[src/rtl/mcu51_alu_pkg.sv]
// rtl/mcu51_alu_pkg.sv - op codes, PSW bit positions and FSM encoding for the 8051 execute ALU
package mcu51_alu_pkg;

  localparam int OP_W = 6;
  localparam int ITER = 8;

  localparam logic [OP_W-1:0] OP_ADD  = 6'd0;
  localparam logic [OP_W-1:0] OP_ADDC = 6'd1;
  localparam logic [OP_W-1:0] OP_SUBB = 6'd2;
  localparam logic [OP_W-1:0] OP_INC  = 6'd3;
  localparam logic [OP_W-1:0] OP_DEC  = 6'd4;
  localparam logic [OP_W-1:0] OP_ANL  = 6'd5;
  localparam logic [OP_W-1:0] OP_ORL  = 6'd6;
  localparam logic [OP_W-1:0] OP_XRL  = 6'd7;
  localparam logic [OP_W-1:0] OP_CLR  = 6'd8;
  localparam logic [OP_W-1:0] OP_CPL  = 6'd9;
  localparam logic [OP_W-1:0] OP_RL   = 6'd10;
  localparam logic [OP_W-1:0] OP_RLC  = 6'd11;
  localparam logic [OP_W-1:0] OP_RR   = 6'd12;
  localparam logic [OP_W-1:0] OP_RRC  = 6'd13;
  localparam logic [OP_W-1:0] OP_SWAP = 6'd14;
  localparam logic [OP_W-1:0] OP_DA   = 6'd15;
  localparam logic [OP_W-1:0] OP_MUL  = 6'd16;
  localparam logic [OP_W-1:0] OP_DIV  = 6'd17;
  localparam logic [OP_W-1:0] OP_PASS = 6'd18;

  localparam int PSW_CY = 7;
  localparam int PSW_AC = 6;
  localparam int PSW_OV = 2;
  localparam int PSW_P  = 0;

  typedef enum logic [1:0] {
    ST_IDLE   = 2'd0,
    ST_DONE   = 2'd1,
    ST_MUL_IT = 2'd2,
    ST_DIV_IT = 2'd3
  } state_e;

  function automatic logic parity8(input logic [7:0] v);
    return ^v;
  endfunction

endpackage

[src/rtl/alu_exec_if.sv]
// rtl/alu_exec_if.sv - decoder/CPU to execute-ALU request and result bundle
interface alu_exec_if #(
  parameter int OP_W = 6
);
  logic            alu_en;
  logic [OP_W-1:0] alu_op;
  logic [7:0]      acc_in;
  logic [7:0]      opnd_in;
  logic [7:0]      psw_in;
  logic            busy;
  logic            done;
  logic [7:0]      result;
  logic [7:0]      result_hi;
  logic [7:0]      psw_out;
  logic            psw_we;

  modport master (
    output alu_en, alu_op, acc_in, opnd_in, psw_in,
    input  busy, done, result, result_hi, psw_out, psw_we
  );

  modport slave (
    input  alu_en, alu_op, acc_in, opnd_in, psw_in,
    output busy, done, result, result_hi, psw_out, psw_we
  );
endinterface

[src/rtl/alu_muldiv.sv]
// rtl/alu_muldiv.sv - iterative shift-add multiplier / restoring divider, one bit per cycle
module alu_muldiv #(
  parameter int ITER = 8
) (
  input  logic       clk,
  input  logic       reset,
  input  logic       start,
  input  logic       is_div,
  input  logic [7:0] a,
  input  logic [7:0] b,
  output logic       busy,
  output logic       done,
  output logic [7:0] lo,
  output logic [7:0] hi
);

  localparam int CW = $clog2(ITER);

  logic          run_q;
  logic          div_q;
  logic [CW-1:0] cnt_q;
  logic [7:0]    hi_q;
  logic [7:0]    lo_q;
  logic [7:0]    b_q;

  logic [7:0] hi_n;
  logic [7:0] lo_n;
  logic [8:0] sum;
  logic [8:0] shifted;
  logic [9:0] diff;

  // lo/hi are the values after the current step, so the caller can latch them on the last step
  always_comb begin
    sum     = '0;
    shifted = '0;
    diff    = '0;
    hi_n    = hi_q;
    lo_n    = lo_q;
    if (div_q) begin
      shifted = {hi_q, lo_q[7]};
      diff    = {1'b0, shifted} - {2'b00, b_q};
      if (!diff[9]) begin
        hi_n = diff[7:0];
        lo_n = {lo_q[6:0], 1'b1};
      end else begin
        hi_n = shifted[7:0];
        lo_n = {lo_q[6:0], 1'b0};
      end
    end else begin
      sum  = {1'b0, hi_q} + (lo_q[0] ? {1'b0, b_q} : 9'd0);
      hi_n = sum[8:1];
      lo_n = {sum[0], lo_q[7:1]};
    end
  end

  always_ff @(posedge clk) begin
    if (reset) begin
      run_q <= 1'b0;
      div_q <= 1'b0;
      cnt_q <= '0;
      hi_q  <= '0;
      lo_q  <= '0;
      b_q   <= '0;
    end else if (start) begin
      run_q <= 1'b1;
      div_q <= is_div;
      cnt_q <= '0;
      hi_q  <= '0;
      lo_q  <= a;
      b_q   <= b;
    end else if (run_q) begin
      hi_q  <= hi_n;
      lo_q  <= lo_n;
      cnt_q <= cnt_q + 1'b1;
      if (done) run_q <= 1'b0;
    end
  end

  assign busy = run_q;
  assign done = run_q && (cnt_q == CW'(ITER - 1));
  assign lo   = lo_n;
  assign hi   = hi_n;

endmodule

[src/rtl/alu_exec.sv]
// rtl/alu_exec.sv - 8051 execute-stage ALU: single-cycle datapath, MUL/DIV sequencing, PSW merge
module alu_exec
  import mcu51_alu_pkg::*;
#(
  parameter int OP_W = 6,
  parameter int ITER = 8
) (
  input  logic clk,
  input  logic reset,
  alu_exec_if.slave bus
);

  state_e state_q, state_d;

  logic [OP_W-1:0] op;
  logic [7:0]      a;
  logic [7:0]      b;
  logic            cy;

  assign op = bus.alu_op;
  assign a  = bus.acc_in;
  assign b  = bus.opnd_in;
  assign cy = bus.psw_in[PSW_CY];

  logic [7:0] result_q, result_hi_q, psw_out_q, psw_q;
  logic       psw_we_q;

  logic       md_start, md_div, md_busy, md_done;
  logic [7:0] md_lo, md_hi;
  logic [7:0] md_psw;
  logic       load_sc, load_md;

  logic [7:0] sc_res, sc_psw;
  logic       sc_we;
  logic       cin;
  logic [8:0] s9;
  logic [4:0] s4;
  logic [7:0] s7;
  logic [8:0] t9;
  logic       da_cy;

  alu_muldiv #(.ITER(ITER)) u_muldiv (
    .clk    (clk),
    .reset  (reset),
    .start  (md_start),
    .is_div (md_div),
    .a      (a),
    .b      (b),
    .busy   (md_busy),
    .done   (md_done),
    .lo     (md_lo),
    .hi     (md_hi)
  );

  // Single-cycle datapath, evaluated on the live operands of the accepting edge
  always_comb begin
    cin    = 1'b0;
    s9     = '0;
    s4     = '0;
    s7     = '0;
    t9     = '0;
    da_cy  = 1'b0;
    sc_res = a;
    sc_psw = bus.psw_in;
    sc_we  = 1'b1;
    case (op)
      OP_ADD, OP_ADDC, OP_SUBB: begin
        cin = (op == OP_ADD) ? 1'b0 : cy;
        if (op == OP_SUBB) begin
          s9 = {1'b0, a} - {1'b0, b} - {8'd0, cin};
          s4 = {1'b0, a[3:0]} - {1'b0, b[3:0]} - {4'd0, cin};
          s7 = {1'b0, a[6:0]} - {1'b0, b[6:0]} - {7'd0, cin};
        end else begin
          s9 = {1'b0, a} + {1'b0, b} + {8'd0, cin};
          s4 = {1'b0, a[3:0]} + {1'b0, b[3:0]} + {4'd0, cin};
          s7 = {1'b0, a[6:0]} + {1'b0, b[6:0]} + {7'd0, cin};
        end
        sc_res         = s9[7:0];
        sc_psw[PSW_CY] = s9[8];
        sc_psw[PSW_AC] = s4[4];
        sc_psw[PSW_OV] = s7[7] ^ s9[8];
      end
      OP_INC:  sc_res = a + 8'd1;
      OP_DEC:  sc_res = a - 8'd1;
      OP_ANL:  sc_res = a & b;
      OP_ORL:  sc_res = a | b;
      OP_XRL:  sc_res = a ^ b;
      OP_CLR:  sc_res = 8'h00;
      OP_CPL:  sc_res = ~a;
      OP_RL:   sc_res = {a[6:0], a[7]};
      OP_RLC: begin
        sc_res         = {a[6:0], cy};
        sc_psw[PSW_CY] = a[7];
      end
      OP_RR:   sc_res = {a[0], a[7:1]};
      OP_RRC: begin
        sc_res         = {cy, a[7:1]};
        sc_psw[PSW_CY] = a[0];
      end
      OP_SWAP: sc_res = {a[3:0], a[7:4]};
      OP_DA: begin
        t9 = {1'b0, a};
        if (a[3:0] > 4'd9 || bus.psw_in[PSW_AC]) t9 = t9 + 9'h006;
        da_cy = cy | t9[8];
        if (t9[7:4] > 4'd9 || da_cy) t9 = {1'b0, t9[7:0]} + 9'h060;
        sc_res         = t9[7:0];
        sc_psw[PSW_CY] = da_cy | t9[8];
      end
      OP_MUL:  sc_res = a;
      // Only reached with B=0; a non-zero divisor goes to the iterative unit
      OP_DIV: begin
        sc_res         = a;
        sc_psw[PSW_CY] = 1'b0;
        sc_psw[PSW_OV] = 1'b1;
      end
      OP_PASS: sc_res = b;
      default: sc_we = 1'b0;
    endcase
    if (sc_we) sc_psw[PSW_P] = parity8(sc_res);
  end

  always_comb begin
    md_psw         = psw_q;
    md_psw[PSW_CY] = 1'b0;
    md_psw[PSW_OV] = (state_q == ST_MUL_IT) ? |md_hi : 1'b0;
    md_psw[PSW_P]  = parity8(md_lo);
  end

  always_comb begin
    state_d  = state_q;
    md_start = 1'b0;
    md_div   = 1'b0;
    load_sc  = 1'b0;
    load_md  = 1'b0;
    case (state_q)
      ST_IDLE, ST_DONE: begin
        state_d = ST_IDLE;
        if (bus.alu_en) begin
          if (op == OP_MUL) begin
            state_d  = ST_MUL_IT;
            md_start = 1'b1;
          end else if (op == OP_DIV && b != 8'h00) begin
            state_d  = ST_DIV_IT;
            md_start = 1'b1;
            md_div   = 1'b1;
          end else begin
            state_d = ST_DONE;
            load_sc = 1'b1;
          end
        end
      end
      ST_MUL_IT, ST_DIV_IT: begin
        if (md_done) begin
          state_d = ST_DONE;
          load_md = 1'b1;
        end
      end
      default: state_d = ST_IDLE;
    endcase
  end

  always_ff @(posedge clk) begin
    if (reset) begin
      state_q     <= ST_IDLE;
      result_q    <= '0;
      result_hi_q <= '0;
      psw_out_q   <= '0;
      psw_we_q    <= 1'b0;
      psw_q       <= '0;
    end else begin
      state_q  <= state_d;
      psw_we_q <= 1'b0;
      if (md_start) psw_q <= bus.psw_in;
      if (load_sc) begin
        result_q    <= sc_res;
        result_hi_q <= b;
        psw_out_q   <= sc_psw;
        psw_we_q    <= sc_we;
      end
      if (load_md) begin
        result_q    <= md_lo;
        result_hi_q <= md_hi;
        psw_out_q   <= md_psw;
        psw_we_q    <= 1'b1;
      end
    end
  end

  assign bus.busy      = md_busy;
  assign bus.done      = (state_q == ST_DONE);
  assign bus.result    = result_q;
  assign bus.result_hi = result_hi_q;
  assign bus.psw_out   = psw_out_q;
  assign bus.psw_we    = psw_we_q;

endmodule

[src/flat_wrapper.sv]
// flat-port wrapper written by rule: the top's interface ports become plain ports
module alu_exec_flat import mcu51_alu_pkg::*;
#(
  parameter int OP_W = 6,
  parameter int ITER = 8
)
  (clk, reset, bus_alu_en, bus_alu_op, bus_acc_in, bus_opnd_in, bus_psw_in, bus_busy, bus_done, bus_result, bus_result_hi, bus_psw_out, bus_psw_we);
  alu_exec_if #(.OP_W(OP_W)) bus_i ();
  input  logic clk;
  input  logic reset;
  input wire logic [$bits(bus_i.alu_en)-1:0] bus_alu_en;
  input wire logic [$bits(bus_i.alu_op)-1:0] bus_alu_op;
  input wire logic [$bits(bus_i.acc_in)-1:0] bus_acc_in;
  input wire logic [$bits(bus_i.opnd_in)-1:0] bus_opnd_in;
  input wire logic [$bits(bus_i.psw_in)-1:0] bus_psw_in;
  output wire logic [$bits(bus_i.busy)-1:0] bus_busy;
  output wire logic [$bits(bus_i.done)-1:0] bus_done;
  output wire logic [$bits(bus_i.result)-1:0] bus_result;
  output wire logic [$bits(bus_i.result_hi)-1:0] bus_result_hi;
  output wire logic [$bits(bus_i.psw_out)-1:0] bus_psw_out;
  output wire logic [$bits(bus_i.psw_we)-1:0] bus_psw_we;
  assign bus_i.alu_en = bus_alu_en;
  assign bus_i.alu_op = bus_alu_op;
  assign bus_i.acc_in = bus_acc_in;
  assign bus_i.opnd_in = bus_opnd_in;
  assign bus_i.psw_in = bus_psw_in;
  assign bus_busy = bus_i.busy;
  assign bus_done = bus_i.done;
  assign bus_result = bus_i.result;
  assign bus_result_hi = bus_i.result_hi;
  assign bus_psw_out = bus_i.psw_out;
  assign bus_psw_we = bus_i.psw_we;
  alu_exec #(.OP_W(OP_W), .ITER(ITER)) u_core (.clk(clk), .reset(reset), .bus(bus_i));
endmodule
[config.mk]
export PLATFORM = sky130hd
export DESIGN_NAME = alu_exec_flat
export DESIGN_NICKNAME = d
export VERILOG_FILES = /design/src/rtl/mcu51_alu_pkg.sv /design/src/rtl/alu_exec_if.sv /design/src/rtl/alu_muldiv.sv /design/src/rtl/alu_exec.sv /design/src/flat_wrapper.sv
export SDC_FILE = /design/constraint.sdc
export NUM_CORES = 1
export LEC_CHECK = 0
export ABC_AREA = 1
export CAP_MARGIN = 10
export CORE_ASPECT_RATIO = 1.4
export CORE_MARGIN = 1
export CORE_UTILIZATION = 37
export CTS_CLUSTER_DIAMETER = 150
export DETAILED_ROUTE_END_ITERATION = 10
export PLACE_DENSITY = 0.57
export SLEW_MARGIN = 20
export SYNTH_ARGS = -nofsm -noshare
export SYNTH_HDL_FRONTEND = slang
export SYNTH_SLANG_ARGS = --single-unit
[constraint.sdc]
create_clock -name clk -period 3.7 [get_ports clk]
set_clock_uncertainty 0.1 [all_clocks]
set_input_delay 0.74 -clock clk [delete_from_list [all_inputs] [get_ports clk]]
set_output_delay 0.74 -clock clk [all_outputs]
set_load 0.005 [all_outputs]
==> flow_metrics.env, run 1 <==
export IMPL_endpoint_kind="flip-flop"
export IMPL_rsz0062_at_grt="true"
export IMPL_holdWs_ns=0.368
export IMPL_cts_tree="built"
export IMPL_routedWlPerCell_um=17.6
export IMPL_ir_worst_vdd_mv=0.188
export IMPL_final_layout_size_suffix_gt1_share_pct=16.4
export IMPL_start_kind="primary input"
export IMPL_power_mw=2.43
export IMPL_crit_type="primary input to flip-flop"
export IMPL_cts_buffers=9
export IMPL_grt_pass1_wl_um=41900
export IMPL_vias=7883
export IMPL_dp_cells=1487
export IMPL_htree_num_levels=3
export IMPL_ys_seq_elements=61
export IMPL_die_w_um=115
export IMPL_grt_max_degree=30
export IMPL_tns_ns=0
export IMPL_worstHoldStart="u_core.u_muldiv.cnt_q[1]"
export IMPL_path_max_fanout=3
export IMPL_power_leakage_nw=4.34
export IMPL_die_y_um=160
export IMPL_worstMarginPinSlew_ns=0.711
export IMPL_reg2reg_from="u_core.u_muldiv.b_q[3]"
export IMPL_final_util_pct=49.8
export IMPL_dpl_hpwl_um=21700
export IMPL_power_density_mw_per_mm2=280
export IMPL_setup_worst_path_start="bus_opnd_in[0]"
export IMPL_area_delta_synth_final_pct=31.9
export IMPL_synth_top_area_cell="dfxtp_1"
export IMPL_wl_um=26600
export IMPL_num_rows=57
export IMPL_final_nets=1361
export IMPL_holdBufCountCts=0
export IMPL_antenna_found_initial=0
export IMPL_power_share_switching_pct=32.7
export IMPL_cts_root_buf="clkbuf_16"
export IMPL_maxSlewViolCount=0
export IMPL_io_buffer_count=59
export IMPL_placed_area_mm2=0.00822
export IMPL_routed_via_density=5.23
export IMPL_firstDrtPassIters=6
export IMPL_ys_async_sr_fraction_pct=0
export IMPL_internal_power_mw=1.64
export IMPL_ys_warn_count=0
export IMPL_p_switching_mw=0.796
export IMPL_syn_avg_cell_area_um2=5.96
export IMPL_overflow=0
export IMPL_setup_viol=0
export IMPL_drt_iter0_markers=573
export IMPL_final_cells=1506
export IMPL_hold_viol_final=0
export IMPL_die_area_mm2=0.0183
export IMPL_ant_nets=0
export IMPL_multi_input_area_mm2=0.00474
export IMPL_synth_cell_types=42
export IMPL_outcome="finished clean"
export IMPL_core_mm2=0.0174
export IMPL_post_route_drc_count=0
export IMPL_antenna_cells=0
export IMPL_cp_required_ns=3.86
export IMPL_synth_edf_count=0
export IMPL_synth_top_cells_by_count="nand2_1, inv_1, nand3_1, nor2_1"
export IMPL_start_util_pct=37.8
export IMPL_place_worst_setup_slack_ns=-0.478
export IMPL_clkPwrFrac_pct=38.2
export IMPL_path_clk_slew_ns=0.06
export IMPL_seqCellArea_mm2=0.00122
export IMPL_p_comb_share_pct=33.1
export IMPL_grtUsageTotal_pct=30.2
export IMPL_n_fill_cell=1913
export IMPL_critical_path_arrival_ns=3.64
export IMPL_synth_seq_area_share_pct=18.6
export IMPL_fin_crit_sh_pct=94.2
export IMPL_syn_inst=1103
export IMPL_netlist_top_cells_area="dfxtp_1, nand2_1, ha_1"
export IMPL_synth_most_common_cell="nand2_1"
export IMPL_fmax_ghz=0.287
export IMPL_clockBufferDepth=2
export IMPL_fin_ws_ns=0.215
export IMPL_grt_pass1_vias=7909
export IMPL_hold_class="flip-flop to flip-flop"
export IMPL_fin_crit_ns=3.48
export IMPL_maxSlewHeadroom_pct=52.6
export IMPL_clk_latency_ns=0.33
export IMPL_syn_num_nets=1199
export IMPL_gp_congestion=1.07
export IMPL_synth_top_area_share_pct=18.6
export IMPL_fin_area_mm2=0.00867
export IMPL_cts_sinks=61
export IMPL_p_seq_share_pct=28.8
export IMPL_ios=60
export IMPL_synthFlopType="dfxtp_1"
export IMPL_syn_area_mm2=0.00658
export IMPL_maxCapViolCount=0
-- power by group through the flow --
stage / logic (mW) / clock network, mW / registers (mW)
2_1_floorplan: 0.422 / 0 / 0.711
3_3_place_gp: 0.770 / 0 / 0.713
3_5_place_dp: 0.772 / 0 / 0.713
4_1_cts: 0.780 / 0.938 / 0.699
5_1_grt: 0.895 / 0.960 / 0.702
6_report: 0.804 / 0.928 / 0.699
-- registers in the layout, summed over array words and instances (netlist names) --
register,cells
u_core.bus.psw_out,8
u_core.bus.psw_we,1
u_core.bus.result,8
u_core.bus.result_hi,8
u_core.psw_q,5
u_core.state_q,2
u_core.u_muldiv.b_q,8
u_core.u_muldiv.busy,1
u_core.u_muldiv.cnt_q,3
u_core.u_muldiv.div_q,1
u_core.u_muldiv.hi_q,8
u_core.u_muldiv.lo_q,8
-- kinds of logic after synthesis --
| family | count (synthesis) | share of synthesized area, % |
|---|---|---|
| xor+xnor | 21 | 2.80 |
| buf+inv | 182 | 10.8 |
| mux | 1 | 0.152 |
| fa+ha+maj | 63 | 12.8 |
| compound gates | 185 | 15.6 |
| flops | 61 | 18.6 |
| simple gates | 590 | 39.2 |
-- metal layers --
| layer | vias up | global-route usage (%) | wire (um) |
|---|---|---|---|
| met3 | 95 | 3.42 | 1360 |
| met5 | - | 0 | 0 |
| li1 | 3930 | - | - |
| met2 | 261 | 54.7 | 13400 |
| met1 | 3597 | 32.5 | 9910 |
| met4 | 0 | 20.1 | 1890 |
-- area by class of cell --
cell class | instances | area share [%]
sequential | 61 | 14.1
timing repair buffer | 182 | 17.6
inverter | 151 | 6.54
clock inverter | 5 | 0.967
tap | 236 | 3.40
multi-input combinational | 860 | 54.7
clock buffer | 11 | 2.80
-- layout by cell type (no fill, tap or decap), types with 2 or more instances in the layout --
cell type	netlist	final
fa_1	7	4
nor2_1	105	103
o21a_1	2	2
nor4_1	2	2
ha_1	56	53
a31oi_1	19	19
nor3_1	6	4
nand2_1	300	298
o21ai_1	2	4
a21oi_1	66	64
buf_4	4	122
clkbuf_16	0	9
bufinv_16	0	2
xnor2_1	9	9
nand3_2	3	7
clkdlybuf4s50_1	0	51
or2_2	16	16
nor2_2	11	12
dlymetal6s2s_1	0	6
nand3b_1	7	7
o21ai_0	66	63
inv_2	9	9
clkinvlp_4	0	2
o221ai_1	4	4
nor2_4	4	5
a21oi_2	0	2
o22ai_1	9	9
o211ai_1	9	9
ha_4	0	2
xor2_1	12	12
nand4_1	20	20
nand3_1	109	105
fa_2	0	3
dfxtp_1	61	61
nand2_2	5	7
clkbuf_2	0	2
inv_1	141	141
-- worst max-delay path: stages --
cell	delay [ns]
clkdlybuf4s50_1	0.50
inv_1	0.09
fa_2	0.37
fa_2	0.40
nand4_1	0.13
nand3_1	0.09
nand2_1	0.09
nand2_1	0.06
a21oi_1	0.12
inv_1	0.06
or2_2	0.27
nand3_1	0.06
o21ai_0	0.12
xor2_1	0.16
o21ai_1	0.18
nand2_1	0.07
a21oi_1	0.14
-- timing repair --
item                                   4_1_cts  5_1_grt
setup endpoints to repair                    2        3
resized for setup                           10       27
setup buffers                                0        3
endpoints found under the hold margin        0        0
pin swaps                                    0       11
-- final timing paths --
path / to / slack [ns] / cells past startpoint
hold / removal: u_core.u_muldiv.cnt_q[1] / 0.37 / 2
setup / recovery: u_core.bus.psw_out[2] / 0.22 / 17
hold reg to reg: u_core.u_muldiv.cnt_q[1] / 0.37 / 2
setup reg to reg: u_core.bus.psw_out[2] / 0.56 / 15
Note: power is estimated with default switching activity, not from simulation.
==> inputs of run 2 (changes only) <==
--- a/config.mk
+++ b/config.mk
@@ -12,8 +12,11 @@
 export CORE_UTILIZATION = 37
 export CTS_CLUSTER_DIAMETER = 150
 export DETAILED_ROUTE_END_ITERATION = 10
+export GPL_ROUTABILITY_DRIVEN = 0
+export GPL_TIMING_DRIVEN = 1
 export PLACE_DENSITY = 0.57
 export SLEW_MARGIN = 20
 export SYNTH_ARGS = -nofsm -noshare
 export SYNTH_HDL_FRONTEND = slang
+export SYNTH_HIERARCHICAL = 1
 export SYNTH_SLANG_ARGS = --single-unit
==> flow_metrics.env, run 2 <==
export IMPL_die_w_um=116
export IMPL_endpoint_kind="flip-flop"
export IMPL_slowest_stage="fa_1"
export IMPL_holdBufCountCts=0
export IMPL_multi_input_area_mm2=0.00485
export IMPL_ys_seq_elements=61
export IMPL_num_rows=58
export IMPL_min_to="u_core/u_muldiv/cnt_q[1]"
export IMPL_path_max_fanout=3
export IMPL_clockBufferDepth=2
export IMPL_seqCellArea_mm2=0.00122
export IMPL_ir_worst_vdd_mv=0.224
export IMPL_synth_top_area_cell="nand2_1"
export IMPL_die_y_um=162
export IMPL_worstRegToRegCells=16
export IMPL_ios=60
export IMPL_final_cell_mix="nand2_1, inv_1, nand3_1, buf_4, nor2_1"
export IMPL_fin_crit_ns=3.39
export IMPL_maxSlewViolCount=0
export IMPL_htree_num_levels=3
export IMPL_power_density_mw_per_mm2=267
export IMPL_fin_area_mm2=0.00870
export IMPL_path_delay_family="simple AND/OR/NAND/NOR gates"
export IMPL_firstDrtPassIters=6
export IMPL_netlist_top_cells_area="nand2_1, dfxtp_1, ha_1"
export IMPL_synth_top_cells_by_count="nand2_1, inv_1, nand3_1, nor2_1, dfxtp_1"
export IMPL_worstMarginPinSlew_ns=0.714
export IMPL_cts_sinks=61
export IMPL_critical_path_arrival_ns=3.55
export IMPL_core_mm2=0.0179
export IMPL_grt_max_degree=32
export IMPL_final_nets=1405
export IMPL_area_delta_synth_final_pct=29.0
export IMPL_critPathBufInv=6
export IMPL_die_area_mm2=0.0188
export IMPL_synth_cell_types=47
export IMPL_hold_class="flip-flop to flip-flop"
export IMPL_antenna_found_initial=0
export IMPL_vias=8018
export IMPL_final_layout_size_suffix_gt1_share_pct=15.3
export IMPL_crit_type="primary input to flip-flop"
export IMPL_placed_area_mm2=0.00833
export IMPL_ant_nets=0
export IMPL_hold_path_depth=2
export IMPL_clk_latency_ns=0.33
export IMPL_routedWlPerCell_um=16.3
export IMPL_syn_num_nets=1248
export IMPL_final_common_cell="nand2_1"
export IMPL_rsz0062_at_grt="false"
export IMPL_grt_pass1_wl_um=39800
export IMPL_synth_top_area_share_pct=20.5
export IMPL_ys_async_sr_fraction_pct=0
export IMPL_outcome="finished clean"
export IMPL_synth_seq_area_share_pct=18.1
export IMPL_dpl_hpwl_um=20600
export IMPL_reg2reg_from="u_core/u_muldiv/lo_q[0]"
export IMPL_max_stage_delay_ns=0.46
export IMPL_r2r_end="u_core/bus.psw_out[2]"
export IMPL_wl_um=25400
export IMPL_start_util_pct=37.6
export IMPL_start_kind="primary input"
export IMPL_synth_most_common_cell="nand2_1"
export IMPL_ys_warn_count=6
export IMPL_setup_viol=0
export IMPL_routed_via_density=5.16
export IMPL_tns_ns=0
export IMPL_cp_required_ns=3.86
export IMPL_fin_crit_sh_pct=91.6
export IMPL_syn_avg_cell_area_um2=5.85
export IMPL_synthFlopType="dfxtp_1"
export IMPL_maxCapViolCount=0
export IMPL_cts_tree="built"
export IMPL_fmax_ghz=0.295
export IMPL_synth_edf_count=0
export IMPL_grtUsageTotal_pct=27.6
export IMPL_hold_viol_final=0
export IMPL_worstHoldStart="u_core/u_muldiv/cnt_q[1]"
export IMPL_power_leakage_nw=4.48
export IMPL_grt_pass1_vias=7800
export IMPL_regToRegSetupSlack_ns=0.76
export IMPL_antenna_cells=0
export IMPL_io_buffer_count=59
export IMPL_overflow=0
export IMPL_post_route_drc_count=0
export IMPL_cts_buffers=9
export IMPL_maxSlewHeadroom_pct=52.3
export IMPL_drt_iter0_markers=648
export IMPL_syn_inst=1152
export IMPL_path_clk_slew_ns=0.05
export IMPL_cts_root_buf="clkbuf_16"
export IMPL_syn_area_mm2=0.00674
export IMPL_n_fill_cell=1961
==> run 2: worst min-delay path, cell delays in order, from the launching register on <==
cell and delay (ns):
dfxtp_1 0.31, nand2_1 0.06, a21oi_1 0.05
==> run 2: layout make-up <==
type,count,area share [%]
tap,240,3.45
sequential,61,14.0
multi-input combinational,904,55.8
inverter,163,7.06
timing repair buffer,170,16.3
clock buffer,10,2.63
clock inverter,6,0.733
==> run 2: layer usage <==
| metal | track usage [%] | part of all wire (%) | wire length (um) |
|---|---|---|---|
| met1 | 30.7 | 39 | 9970 |
| met5 | 0 | 0 | 0 |
| met2 | 50.4 | 51 | 12800 |
| met4 | 15.4 | 5.7 | 1440 |
| met3 | 2.72 | 4.5 | 1140 |
==> run 2: how the worst max path moves through the flow <==
stage | depth (start not counted) | slack, ns | start | end
after detailed placement | 29 | -0.53 | bus_alu_op[3] | u_core/bus.psw_out[0]
after floorplan | 29 | 0.15 | bus_alu_op[5] | u_core/bus.psw_out[0]
final | 29 | 0.31 | bus_alu_op[3] | u_core/bus.psw_out[0]
after global placement | 29 | -0.44 | bus_alu_op[5] | u_core/bus.psw_out[0]
after CTS | 27 | 0.03 | bus_alu_op[0] | u_core/bus.psw_out[0]
after global routing | 29 | 0.03 | bus_alu_op[5] | u_core/bus.psw_out[0]
==> run 2: where the power goes <==
| group | leakage [nW] | switching, mW | internal [mW] |
|---|---|---|---|
| Clock | 0.138 | 0.304 | 0.519 |
| Combinational | 3.85 | 0.466 | 0.337 |
| Sequential | 0.497 | 0.0164 | 0.683 |
==> run 2: per-stage QoR <==
step	power (mW)	instances	util (%)	setup WS (ns)	hold slack [ns]
floorplan	1.15	1152	-	0.149	0.345
global placement	1.48	1536	46.5	-0.437	0.348
detailed placement	1.49	1536	46.5	-0.531	0.363
CTS	2.32	1553	48.2	0.0350	0.370
global route	2.46	1554	48.5	0.0286	0.390
finish	2.33	1554	48.5	0.311	0.367
==> run 2: timing repair <==
action / 4_1_cts / 5_1_grt
endpoints found under the setup margin: 2 / 5
pin swaps: 7 / 20
resized for setup: 13 / 27
setup buffers: 1 / 1
==> run 2: logic make-up after synthesis <==
logic type / after synthesis / synth area share (%)
simple gates: 680 / 43.7
buf+inv: 187 / 10.9
compound gates: 145 / 12.7
fa+ha+maj: 63 / 12.5
flops: 61 / 18.1
xor+xnor: 15 / 1.95
mux: 1 / 0.148
